`config.mk`:
```
export PLATFORM = sky130hd
export DESIGN_NAME = bf_cmult_sched_flat
export DESIGN_NICKNAME = d
export VERILOG_FILES = /design/src/rtl/bf_cmult_sched_if.sv /design/src/rtl/bf_cmult_sched.sv /design/src/flat_wrapper.sv
export SDC_FILE = /design/constraint.sdc
export NUM_CORES = 1
export LEC_CHECK = 0
export CORE_MARGIN = 3
export CORE_UTILIZATION = 45
export CTS_CLUSTER_SIZE = 14
export DETAILED_ROUTE_END_ITERATION = 8
export DONT_BUFFER_PORTS = 1
export GPL_ROUTABILITY_DRIVEN = 1
export SYNTH_ARGS = -nofsm -noshare
export SYNTH_HDL_FRONTEND = slang
export SYNTH_SLANG_ARGS = --single-unit
```
`constraint.sdc`:
```
create_clock -name xClk -period 4.1 [get_ports xClk]
set_clock_uncertainty 0.15 [all_clocks]
set_input_delay 0.82 -clock xClk [delete_from_list [all_inputs] [get_ports xClk]]
set_output_delay 0.82 -clock xClk [all_outputs]
set_load 0.005 [all_outputs]
```
`src/rtl/bf_cmult_sched_if.sv`:
```
// Operand, shared-multiplier and result signals of the complex-multiply sequencer.
// The slave modport is the sequencer side; the master modport is its environment.
interface bf_cmult_sched_if #(
  parameter int W        = 16,
  parameter int OUT_BITS = 33
);
  logic                  xInValid;
  logic                  xInReady;
  logic                  xConj;
  logic signed [W-1:0]   xAr;
  logic signed [W-1:0]   xAi;
  logic signed [W-1:0]   xBr;
  logic signed [W-1:0]   xBi;
  logic signed [W-1:0]   xMultiplicand;
  logic signed [W-1:0]   xMultiplier;
  logic signed [2*W-1:0] xProduct;
  logic                  xOutValid;
  logic                  xOutReady;
  logic signed [OUT_BITS-1:0] xPr;
  logic signed [OUT_BITS-1:0] xPi;
  logic                  xBusy;

  modport slave (
    input  xInValid, xConj, xAr, xAi, xBr, xBi, xProduct, xOutReady,
    output xInReady, xMultiplicand, xMultiplier, xOutValid, xPr, xPi, xBusy
  );

  modport master (
    output xInValid, xConj, xAr, xAi, xBr, xBi, xProduct, xOutReady,
    input  xInReady, xMultiplicand, xMultiplier, xOutValid, xPr, xPi, xBusy
  );
endinterface

```
`src/rtl/bf_cmult_sched.sv`:
```
// Complex multiply P = A*B or A*conj(B) using one shared signed multiplier,
// issuing four real products in M0..M3 and registering the result in DONE.
module bf_cmult_sched #(
  parameter int BF_MULT_BITS = 16,
  parameter int OUT_BITS     = 33
) (
  input  logic             xClk,
  input  logic             xRst_n,
  bf_cmult_sched_if.slave  bus
);
  localparam int W  = BF_MULT_BITS;
  localparam int PW = 2 * BF_MULT_BITS;

  typedef enum logic [2:0] {
    IDLE,
    M0,
    M1,
    M2,
    M3,
    DONE
  } state_t;

  state_t state, state_nx;

  logic signed [W-1:0]        ar_q, ai_q, br_q, bi_q;
  logic                       conj_q;
  logic signed [OUT_BITS-1:0] re_q, im_q;
  logic signed [OUT_BITS-1:0] pr_q, pi_q;
  logic                       out_valid_q;

  logic                       in_ready;
  logic                       accept;
  logic signed [W-1:0]        mcand;
  logic signed [W-1:0]        mplier;
  logic signed [OUT_BITS-1:0] p_ext;

  assign in_ready = (state == IDLE) || ((state == DONE) && bus.xOutReady);
  assign accept   = bus.xInValid && in_ready;
  assign p_ext    = {{(OUT_BITS-PW){bus.xProduct[PW-1]}}, bus.xProduct};

  always_ff @(posedge xClk or negedge xRst_n) begin
    if (!xRst_n) state <= IDLE;
    else         state <= state_nx;
  end

  always_comb begin
    state_nx = state;
    unique case (state)
      IDLE:    if (accept) state_nx = M0;
      M0:      state_nx = M1;
      M1:      state_nx = M2;
      M2:      state_nx = M3;
      M3:      state_nx = DONE;
      DONE:    if (bus.xOutReady) state_nx = accept ? M0 : IDLE;
      default: state_nx = IDLE;
    endcase
  end

  always_comb begin
    mcand  = '0;
    mplier = '0;
    unique case (state)
      M0: begin mcand = ar_q; mplier = br_q; end
      M1: begin mcand = ai_q; mplier = bi_q; end
      M2: begin mcand = ar_q; mplier = bi_q; end
      M3: begin mcand = ai_q; mplier = br_q; end
      default: ;
    endcase
  end

  // Conjugate flips the sign of Bi, which only affects the M1 and M2 terms.
  always_ff @(posedge xClk or negedge xRst_n) begin
    if (!xRst_n) begin
      ar_q        <= '0;
      ai_q        <= '0;
      br_q        <= '0;
      bi_q        <= '0;
      conj_q      <= 1'b0;
      re_q        <= '0;
      im_q        <= '0;
      pr_q        <= '0;
      pi_q        <= '0;
      out_valid_q <= 1'b0;
    end else begin
      if (accept) begin
        ar_q   <= bus.xAr;
        ai_q   <= bus.xAi;
        br_q   <= bus.xBr;
        bi_q   <= bus.xBi;
        conj_q <= bus.xConj;
      end
      unique case (state)
        M0: re_q <= p_ext;
        M1: re_q <= conj_q ? (re_q + p_ext) : (re_q - p_ext);
        M2: im_q <= conj_q ? -p_ext : p_ext;
        M3: begin
          pr_q        <= re_q;
          pi_q        <= im_q + p_ext;
          out_valid_q <= 1'b1;
        end
        DONE: if (bus.xOutReady) out_valid_q <= 1'b0;
        default: ;
      endcase
    end
  end

  assign bus.xInReady      = in_ready;
  assign bus.xMultiplicand = mcand;
  assign bus.xMultiplier   = mplier;
  assign bus.xOutValid     = out_valid_q;
  assign bus.xPr           = pr_q;
  assign bus.xPi           = pi_q;
  assign bus.xBusy         = (state != IDLE);
endmodule

```
`src/flat_wrapper.sv`:
```
// flat-port wrapper written by rule: the top's interface ports become plain ports
module bf_cmult_sched_flat 
#(
  parameter int BF_MULT_BITS = 16,
  parameter int OUT_BITS     = 33
)
  (xClk, xRst_n, bus_xInValid, bus_xConj, bus_xAr, bus_xAi, bus_xBr, bus_xBi, bus_xProduct, bus_xOutReady, bus_xInReady, bus_xMultiplicand, bus_xMultiplier, bus_xOutValid, bus_xPr, bus_xPi, bus_xBusy);
  bf_cmult_sched_if #(.W(16), .OUT_BITS(OUT_BITS)) bus_i ();
  input  logic xClk;
  input  logic xRst_n;
  input wire logic [$bits(bus_i.xInValid)-1:0] bus_xInValid;
  input wire logic [$bits(bus_i.xConj)-1:0] bus_xConj;
  input wire logic [$bits(bus_i.xAr)-1:0] bus_xAr;
  input wire logic [$bits(bus_i.xAi)-1:0] bus_xAi;
  input wire logic [$bits(bus_i.xBr)-1:0] bus_xBr;
  input wire logic [$bits(bus_i.xBi)-1:0] bus_xBi;
  input wire logic [$bits(bus_i.xProduct)-1:0] bus_xProduct;
  input wire logic [$bits(bus_i.xOutReady)-1:0] bus_xOutReady;
  output wire logic [$bits(bus_i.xInReady)-1:0] bus_xInReady;
  output wire logic [$bits(bus_i.xMultiplicand)-1:0] bus_xMultiplicand;
  output wire logic [$bits(bus_i.xMultiplier)-1:0] bus_xMultiplier;
  output wire logic [$bits(bus_i.xOutValid)-1:0] bus_xOutValid;
  output wire logic [$bits(bus_i.xPr)-1:0] bus_xPr;
  output wire logic [$bits(bus_i.xPi)-1:0] bus_xPi;
  output wire logic [$bits(bus_i.xBusy)-1:0] bus_xBusy;
  assign bus_i.xInValid = bus_xInValid;
  assign bus_i.xConj = bus_xConj;
  assign bus_i.xAr = bus_xAr;
  assign bus_i.xAi = bus_xAi;
  assign bus_i.xBr = bus_xBr;
  assign bus_i.xBi = bus_xBi;
  assign bus_i.xProduct = bus_xProduct;
  assign bus_i.xOutReady = bus_xOutReady;
  assign bus_xInReady = bus_i.xInReady;
  assign bus_xMultiplicand = bus_i.xMultiplicand;
  assign bus_xMultiplier = bus_i.xMultiplier;
  assign bus_xOutValid = bus_i.xOutValid;
  assign bus_xPr = bus_i.xPr;
  assign bus_xPi = bus_i.xPi;
  assign bus_xBusy = bus_i.xBusy;
  bf_cmult_sched #(.BF_MULT_BITS(BF_MULT_BITS), .OUT_BITS(OUT_BITS)) u_core (.xClk(xClk), .xRst_n(xRst_n), .bus(bus_i));
endmodule
```
=== Word-level counts from Yosys, hierarchy flattened ===
Index checks and enable logic that the tools add are counted.

* Add/subtract/negate cells: 4
* Eq/ne operators: 7
* Multiplexer cells: 11
* Reduce and logical (&&, ||, !) cells: 13

{| class="wikitable"
|+ Operators by type and width
! kind !! number
|-
| $add A33 B32 Y33 || 2
|-
| $mux W33 || 2
|-
| $pmux W33 S2 || 1
|-
| $pmux W16 S2 || 2
|-
| $neg A32 Y33 || 1
|-
| $sub A33 B32 Y33 || 1
|-
| $pmux W3 S6 || 1
|-
| $reduce_or A2 Y1 || 4
|-
| $eq A3 B2 Y1 const B || 2
|-
| $eq A3 B3 Y1 const B || 2
|-
| $mux W3 || 2
|-
| $reduce_and A2 Y1 || 2
|-
| $reduce_bool A2 Y1 || 2
|-
| $eq A3 B1 Y1 const B || 1
|-
| $logic_not A3 Y1 || 1
|-
| $reduce_bool A3 Y1 || 1
|-
| $logic_and A1 B1 Y1 || 2
|-
| $mux W1 || 2
|-
| $ne A2 B1 Y1 const B || 1
|-
| $ne A2 B2 Y1 const B || 1
|-
| $pmux W1 S2 || 1
|-
| $logic_or A1 B1 Y1 || 1
|}

* Register bits: 201
* Bits of input ports: 101
* Output and inout port bits: 101
* Word-level logic and storage cells: 46

=== Longest topological paths before layout ===
Gate-level depths: netlist of the first run.

* Depth after elaboration: 7
* Depth in mapped cells: 19

=== Worst setup path before layout of the first run ===
Ideal clock, no wire load.

* Kind: input port to flip-flop
* Start: input bus_xProduct[1]
* End: register u_core.re_q[32]
* Setup time: 0.104 ns
* Arrival time: 4.147 ns
* Data required time: 3.846 ns
* Path slack: -0.300 ns
* Cell stages on the path: 17
* Buffers on the path: 0
* Cell sequence: inv_1 > ha_1 > or3b_4 > nand4b_4 > nor3_1 > a21oi_1 > xor2_1 > ha_1 > nand2_1 > a211oi_1 > o21ai_0 > a21bo_2 > o21bai_1 > a41oi_1 > o21ai_0 > xor2_1 > o311ai_1

* Cells in the longest elaborated chain, start to end: 3
* Elaborated cells between the ends (all ways): 4
* Classes of those cells: add/sub (2); mux (2)

{| class="wikitable"
|+ Ends and longest elaborated chain
! element !! line !! text
|-
| from (decl) || flat_wrapper.sv:17 || <nowiki>input wire logic [$bits(bus_i.xProduct)-1:0] bus_xProduct;</nowiki>
|-
| $sub A33 B32 Y33 / $add A33 B32 Y33 (equally long branches) || bf_cmult_sched.sv:94 || <nowiki>M1: re_q <= conj_q ? (re_q + p_ext) : (re_q - p_ext);</nowiki>
|-
| $mux W33 (*) || bf_cmult_sched.sv:94 ||
|-
| $pmux W33 S2 (*) || bf_cmult_sched.sv:92 || <nowiki>unique case (state)</nowiki>
|-
| to (signal assigned) || bf_cmult_sched.sv:93 || <nowiki>M0: re_q <= p_ext;</nowiki>
|-
| to (signal assigned) || bf_cmult_sched.sv:94 ||
|-
| to (decl) || bf_cmult_sched.sv:27 || <nowiki>logic signed [OUT_BITS-1:0] re_q, im_q;</nowiki>
|}

Mark *: on every way between the ends. The rest lies on a longest branch, timed or not.
A chain may end at the register's enable or synchronous reset.

=== Worst setup path in the final report of the first run ===
* Start: input bus_xProduct[0]
* End: register u_core.re_q[27]

The elaborated chain is that of the path after synthesis.

==> results by group, run 1 <==
Outcome
  • Status: finished, violations left
  • Violated checks: negative hold slack

CTS
  • Max H-tree Level: 1
  • Sink Count: 201
  • Root buffer cell: clkbuf_16
  • Clock Pin Slew Worst Setup and Hold Paths: 60 ps
  • CTS tree: done
  • Post-CTS setup buffers: 0
  • CTS max path bufs: 3
  • Clock Latency Late Sink: 530 ps
  • Num CTS Buffers: 24

Placed design
  • Final RePlAce weighted congestion: 0.9338
  • Port Buffer Count: 0
  • Post-DP HPWL: 23.83 mm
  • Dpl ws: -420.7 ps
  • Placed Cells: roughly 1.8k

Power and ir drop
  • Total power: 14.31 mW
  • Clock network fraction of total power: 14.9%
  • IR Drop Worst-Case VDD: 0.4170 mV
  • Comb pwr share: 58.8%
  • Reg power frac: 26.3%
  • Pint: 8.299 mW
  • Ratio of total power to cell area: 991.9 mW/mm2
  • Leakage dissipation: 6.794 nW
  • Switching Power: 6.014 mW
  • Net Sw Frac: 42.02%

Critical path
  • CP max FO: 5
  • Worst Path Required: 4320 ps
  • Element type at the critical path end: register
  • Critical path class: input pin to register
  • Crit path launch type: input pin
  • WP data arrival: ~4200 ps

Floorplanning
  • Height of the die: about 170 um
  • Initial core utilization: 45.86%
  • Die width: between 150 and 200 um
  • IO Count: 202
  • Rows: 60
  • Core box area: 0.02703 mm2
  • Die area: 0.02957 mm2

Yosys
  • Synth Register Bits: 201
  • Synth Flop Type: dfrtp_1
  • Post-synth EDFFs: 0
  • Synth warn: 0
  • Syn Nets: 1551
  • Netlist Area Pre-Place: 0.01239 mm2
  • Syn Area/Cell: 8.962 um2
  • Unique masters post-synth: 63
  • Synth Instances: 1383
  • Sequential fraction of the synthesis area: 40.58%
  • Post-synth ARST share: between 90% and 100%

STA
  • Peak Freq: 254.5 MHz
  • Worst-margin pin slew: between 800 and 900 ps
  • Fin. max-slew vios: 0
  • Fin crit share: 95.85%
  • Hold Vio Cnt, Final: 201
  • Final setup violation count: 0
  • Min Hold Slack: -165.2 ps
  • Final min period: about 3900 ps
  • Final worst-path setup slack: 170.2 ps
  • Max-slew headroom: 43.26%

Drt
  • DRC: 0
  • Vias: about 9.9k
  • Initial DRC Count: 633
  • Avg Vias per Cell: 5.438
  • TritonRoute pass-1 iters: 5
  • WL per Instance: 17.79 um
  • Post-route ant nets: 0
  • Drt total wl: 32.26 mm

GRT
  • Vias in the first global route: 9344
  • Gr ovfl total: 0
  • Initial antenna violation count: 0
  • Largest net degree at the start of global routing: 202
  • First-pass GRT wire length: 50.75 mm
  • All-Layer GR Usage: a little over a fifth

Final layout
  • Final Non-Filler Cells: 1813
  • # nets final: between 1.5k and 2k
  • Syn-to-layout area delta: 16.41%
  • Proportion of layout cells with a drive suffix above 1: 18.89%
  • Final core occ: ~53%
  • Antenna Cells: 0

Min path
  • Worst min-delay path category: input pin to async pin

Flow run
  • Max cap viols: 0
==> cells in the final DEF, fill, tap and decap left out, drive strengths merged, types with 6 or more instances in the layout <==
cell	n
a31oi	32
clkbuf	32
and3	12
inv	18
ha	65
xor2	71
buf	124
nor3	17
nand3	19
or3	7
nand4	6
dfrtp	201
o21a	7
xnor2	49
nor2b	11
a21o	35
a211oi	7
o21ai	110
a22o	32
a21oi	77
nand2b	14
and2	6
mux2	69
nor2	70
clkinv	7
nand2	300
==> synth_stat cells (all sizes together), types with 5 or more instances <==
| master | number | area [um2] |
|---|---|---|
| and3 | 12 | 75.07 |
| xnor2 | 49 | 429.2 |
| clkbuf | 71 | 266.5 |
| nor4 | 5 | 46.29 |
| mux2 | 69 | 777.0 |
| a21o | 35 | 262.8 |
| o21ai | 110 | 561.8 |
| nand2 | 300 | 1126 |
| nor3 | 17 | 85.08 |
| nor2b | 11 | 68.82 |
| a211oi | 7 | 52.55 |
| buf | 8 | 42.54 |
| a21oi | 77 | 385.4 |
| and2 | 6 | 37.54 |
| ha | 65 | 813.3 |
| or3 | 7 | 48.80 |
| a22oi | 5 | 37.54 |
| nor2 | 70 | 262.8 |
| a31oi | 32 | 200.2 |
| o21bai | 5 | 37.54 |
| inv | 18 | 67.56 |
| dfrtp | 201 | 5030 |
| nand4 | 6 | 37.54 |
| nand3 | 19 | 95.09 |
| nand2b | 14 | 87.58 |
| a22o | 32 | 280.3 |
| o21a | 7 | 52.55 |
| xor2 | 71 | 621.9 |
==> power by group through the flow <==
stage          clock network [mW]  logic, mW  registers, mW
6_report                     2.14       8.41           3.76
5_1_grt                      2.27       9.36           3.91
2_1_floorplan                   0       5.88           3.51
3_5_place_dp                    0       8.21           3.80
4_1_cts                      2.19       8.30           3.78
3_3_place_gp                    0       8.16           3.78
==> per-layer routing <==
layer / vias up / wire, um / global-route usage, %
met2: 244 / 13640 / 30.34
met3: 39 / 1884 / 3.681
li1: 4969 / - / -
met5: - / 0 / 0
met1: 4607 / 15920 / 32.28
met4: 0 / 819 / 5.484
==> through the flow <==
| stage | setup TNS, ps | instance area [um2] | hold slack [ps] |
|---|---|---|---|
| after floorplan | -521.3 | 12490 | 303.8 |
| after CTS | 0 | 14360 | -190.9 |
| after global routing | -41.45 | 14430 | -189.9 |
| after global placement | -3729 | 13550 | 316.2 |
| after detailed placement | -4071 | 13550 | 326.5 |
| final | 0 | 14430 | -165.2 |
==> worst max-delay path, stage by stage <==
cell and delay (ps):
inv_4 40, ha_4 110, or3b_4 400, nand4b_4 210, buf_4 160, nor3_2 130
a21oi_1 110, xor2_1 160, ha_1 350, a21oi_1 260, o21ai_1 170, a31oi_1 290
nand3_1 180, a21o_1 240, a21boi_0 260, xor2_1 170, a21oi_1 70
==> logic make-up (layout without fill, tap and decap cells) <==
family / Yosys count / count (layout) / synth area share, %
simple gates: 480 / 480 / 16.87
compound gates: 345 / 345 / 17.56
flops: 201 / 201 / 40.58
xor+xnor: 120 / 120 / 8.480
buf+inv: 97 / 186 / 3.039
mux: 73 / 73 / 6.592
fa+ha+maj: 67 / 67 / 6.885
==> final timing paths <==
path	from	to	slack, ps	cells past startpoint
worst max-delay path	bus_xProduct[0]	u_core.re_q[27]	170	17
max in group asynchronous	xRst_n	u_core.bus.xPr[26]	3610	0
worst max register to register	u_core.conj_q	u_core.re_q[27]	340	14
min in group xClk	bus_xProduct[31]	u_core.re_q[32]	270	2
worst min-delay path	xRst_n	u_core.ar_q[12]	-170	0
worst min register to register	u_core.im_q[14]	u_core.im_q[14]	330	2
==> final cells by class <==
class                           count  area, um2
Clock buffer                       32      700.7
Clock inverter                     12      113.9
Fill cell                        2501      12600
Inverter                           18      77.57
Multi-Input combinational cell   1085       7149
Sequential cell                   201       5030
Tap cell                          341      426.7
Timing Repair Buffer              124      930.9
==> sequential cells by signal, summed over array words and instances, names as in the netlist <==
name,flops
u_core.br_q,16
u_core.bus.xPi,33
u_core.state,3
u_core.bus.xOutValid,1
u_core.im_q,33
u_core.ai_q,16
u_core.bi_q,16
u_core.conj_q,1
u_core.re_q,33
u_core.ar_q,16
u_core.bus.xPr,33
==> repair_timing <==
| item | CTS | global route |
|---|---|---|
| resized for setup | 0 | 15 |
| endpoints found under the setup margin | 0 | 10 |
| endpoints found under the hold margin | 201 | 201 |
(Power assumes the default switching activity.)
==> inputs of run 2 (changes only) <==
ABC_AREA = 1   (was not set)
SLEW_MARGIN = 20   (was not set)
==> run 2 against run 1 <==
  * Die area rose by 12%
  * Routed wire length rose by 60%
  * The run still ends with negative hold slack left
  * Sequential power about the same
  * Final area rose by 8.7%
  * Core utilization fell by 1.2 points
  * Critical path depth unchanged
  * Synthesized cell count rose by 51%
  * Critical endpoint is now u_core.re_q[15]
  * Non-clock buffer count decreased by 25
  * Combinational power rose by 2%
==> results by group, run 2 <==
Outcome
  • Status: finished, violations left
  • Violated checks: negative hold slack

Critical path
  • Reg2reg start: u_core.conj_q
  • Delay-heaviest family, CP: simple AND/OR/NAND/NOR gates
  • CP max stage delay: 350 ps (-50 ps)
  • Reg2reg setup slack: 760 ps (+420 ps)
  • Worst path slowest cell: ha_1
  • Worst Path Required: 4340 ps (+20 ps)
  • Element type at the critical path end: register
  • CP max FO: 6 (+1)
  • CP Cell Sequence: nor2_1 > nand3_1 > nor2_1 > nand2_1 > xor2_1 > o21ai_0 > buf_4 > ha_1 > nand2_1 > nor2_1 > inv_1 > nor3_1 > nand2_1 > nand3_1 > xor2_1 > o21ai_0 > nand2_1
  • Worst reg2reg path endpoint: u_core.re_q[15]
  • WP data arrival: 3930 ps (-220 ps)
  • Crit path buf inv count: 2 (unchanged)
  • Critical path class: input pin to register
  • Crit path launch type: input pin
  • Worst path most repeated cell: nand2_1
  • Cells on worst reg2reg path: 12 (-2)

CTS
  • Clock Pin Slew Worst Setup and Hold Paths: 50 ps (about the same)
  • CTS max path bufs: 3 (unchanged)
  • Sink Count: 201 (unchanged)
  • Clock Latency Late Sink: 530 ps (about the same)
  • Max H-tree Level: 1 (unchanged)
  • Root buffer cell: clkbuf_16
  • Num CTS Buffers: 25 (+4.2%)
  • CTS tree: done
  • Post-CTS setup buffers: 0 (unchanged)
  • PostCTS Resize Cnt: 0 (unchanged)

Power and ir drop
  • IR Drop Worst-Case VDD: 0.5440 mV (+30%)
  • Ratio of total power to cell area: 933.9 mW/mm2 (-5.9%)
  • Leakage dissipation: 8.160 nW (+20%)

STA
  • RSZ-0062 raised after global routing: no
  • Fin crit share: 89.93% (-5.9 points)
  • Hold Vio Cnt, Final: 201 (unchanged)
  • Max-slew headroom: 39.47% (-3.8 points)
  • Min Hold Slack: -151.9 ps (+13.35 ps)
  • Worst-margin pin slew: 908.0 ps (+58.99 ps)
  • Final worst-path setup slack: 413.0 ps (+242.8 ps)
  • Setup TNS: 0 ps (unchanged)
  • Peak Freq: 271.2 MHz (+6.6%)
  • Final min period: 3687 ps (-242.8 ps)
  • Fin. max-slew vios: 0 (unchanged)
  • Final setup violation count: 0 (unchanged)

GRT
  • Vias in the first global route: 13.42k (+44%)
  • Largest net degree at the start of global routing: 202 (unchanged)
  • First-pass GRT wire length: 79.34 mm (+56%)
  • Gr ovfl total: 0 (unchanged)
  • All-Layer GR Usage: 30.73% (+9.8 points)
  • Initial antenna violation count: 1 (+1)

Yosys
  • Unique masters post-synth: 41 (-35%)
  • Synth Flop Type: dfrtp_1
  • Post-synth EDFFs: 0 (unchanged)
  • Synth cell count leaders: nand2_1 (825), dfrtp_1 (201), inv_1 (186)
  • Synth Instances: 2086 (+51%)
  • Post-synth top area share: 36.21% (-4.4 points)
  • Area leader, netlist: dfrtp_1
  • Syn Nets: 2254 (+45%)
  • Synth area leaders: dfrtp_1 (36%), nand2_1 (22%), o21ai_0 (6.5%)
  • Synth Register Bits: 201 (unchanged)
  • Sequential fraction of the synthesis area: 36.21% (-4.4 points)
  • Syn Area/Cell: 6.659 um2 (-26%)
  • Netlist Area Pre-Place: 0.01389 mm2 (+12%)
  • Post-synth ARST share: 100.0% (unchanged)
  • Synth warn: 0 (unchanged)
  • Count leader, synth: nand2_1

Floorplanning
  • Die area: 0.03301 mm2 (+12%)
  • Die width: 181.7 um (+5.7%)
  • Rows: 63 (+5.0%)
  • Core box area: 0.03003 mm2 (+11%)
  • IO Count: 202 (unchanged)
  • Height of the die: 181.7 um (+5.7%)
  • Initial core utilization: 46.25% (+0.39 points)

Drt
  • Drt total wl: 51.67 mm (+60%)
  • DRC: 0 (unchanged)
  • Vias: 13.97k (+42%)
  • Avg Vias per Cell: 5.471 (+0.61%)
  • WL per Instance: 20.23 um (+14%)
  • TritonRoute pass-1 iters: 6 (+1)
  • Post-route ant nets: 0 (unchanged)
  • Initial DRC Count: 1273 (+100%)

Placed design
  • Dpl ws: -13.17 ps (+407.5 ps)
  • Final RePlAce weighted congestion: 1.019 (+9.1%)
  • Placed Cells: 2507 (+42%)
  • Port Buffer Count: 0 (unchanged)
  • Post-DP HPWL: 40.03 mm (+68%)

Min path
  • Worst min-delay path category: input pin to async pin

Final layout
  • Fillers: 3097 (+24%)
  • Most frequent cells in the layout: nand2_1 (823), dfrtp_1 (200), inv_1 (186), o21ai_0 (181), nor2_1 (146)
  • Final Non-Filler Cells: 2554 (+41%)
  • Syn-to-layout area delta: 12.89%
  • Final core occ: 52.21% (-1.2 points)
  • Most common library cell in the layout ignoring fill and taps: nand2_1
  • Proportion of layout cells with a drive suffix above 1: 7.771% (-11 points)
  • # nets final: 2312 (+43%)

Flow run
  • Max cap viols: 0 (unchanged)
## run 2: cell type report
cell class,instances,area (um2),share of cell area (%)
Antenna cell,2,5.005,0.03192
Clock buffer,35,693.2,4.420
Clock inverter,10,142.6,0.9096
Inverter,196,735.7,4.692
Multi-Input combinational cell,1621,7830,49.93
Sequential cell,201,5031,32.08
Tap cell,390,488.0,3.112
Timing Repair Buffer,99,755.7,4.819
## run 2: how the worst max path moves through the flow
| stage | start | to | slack, ps | cells after the start |
|---|---|---|---|---|
| 2_1_floorplan | bus_xProduct[1] | u_core.re_q[25] | 580 | 18 |
| 3_3_place_gp | bus_xProduct[1] | u_core.re_q[15] | 60 | 19 |
| 3_5_place_dp | bus_xProduct[11] | u_core.re_q[15] | -10 | 17 |
| 4_1_cts | bus_xProduct[11] | u_core.re_q[15] | 530 | 17 |
| 5_1_grt | bus_xProduct[11] | u_core.re_q[15] | 130 | 17 |
| 6_report | bus_xProduct[11] | u_core.re_q[15] | 410 | 17 |
## run 2: metal layers
layer  track usage [%]  routed length (um)
met5                 0                   0
met4             6.917                1211
met3             9.175                5464
met2             45.98               21700
met1             44.01               23290
## run 2: kinds of logic after synthesis
kind of cell | synth area share, %
xor gates and xnor gates | 2.963
AOI/OAI and AO/OA | 12.83
DFF | 36.21
adders and majority gates | 6.143
buffers and inverters | 7.539
and+or+nand+nor | 34.32
## run 2: where the power goes
part           switching (mW)  internal (mW)
Combinational            5.67           2.94
Clock                   0.902           1.37
Sequential              0.767           2.99
## run 2: metrics by stage
step	instance area, um2	power, mW	hold WS (ps)
finish	15680	14.64	-151.9
global route	15680	15.93	-167.7
CTS	15680	14.56	-174.1
detailed placement	14840	12.22	309.2
global placement	14840	12.14	304.8
floorplan	13890	9.166	292.5
## run 2: worst reg2reg max path: stages (launching register included)
cell and delay [ps]:
dfrtp_2 390, clkinv_1 230, o21ai_0 630, ha_1 420
nand2_1 310, nor2_1 110, nand2_1 80, nand2_1 170
nand2_1 110, nand3_1 140, xor2_1 170, o21ai_0 230
nand2_1 80
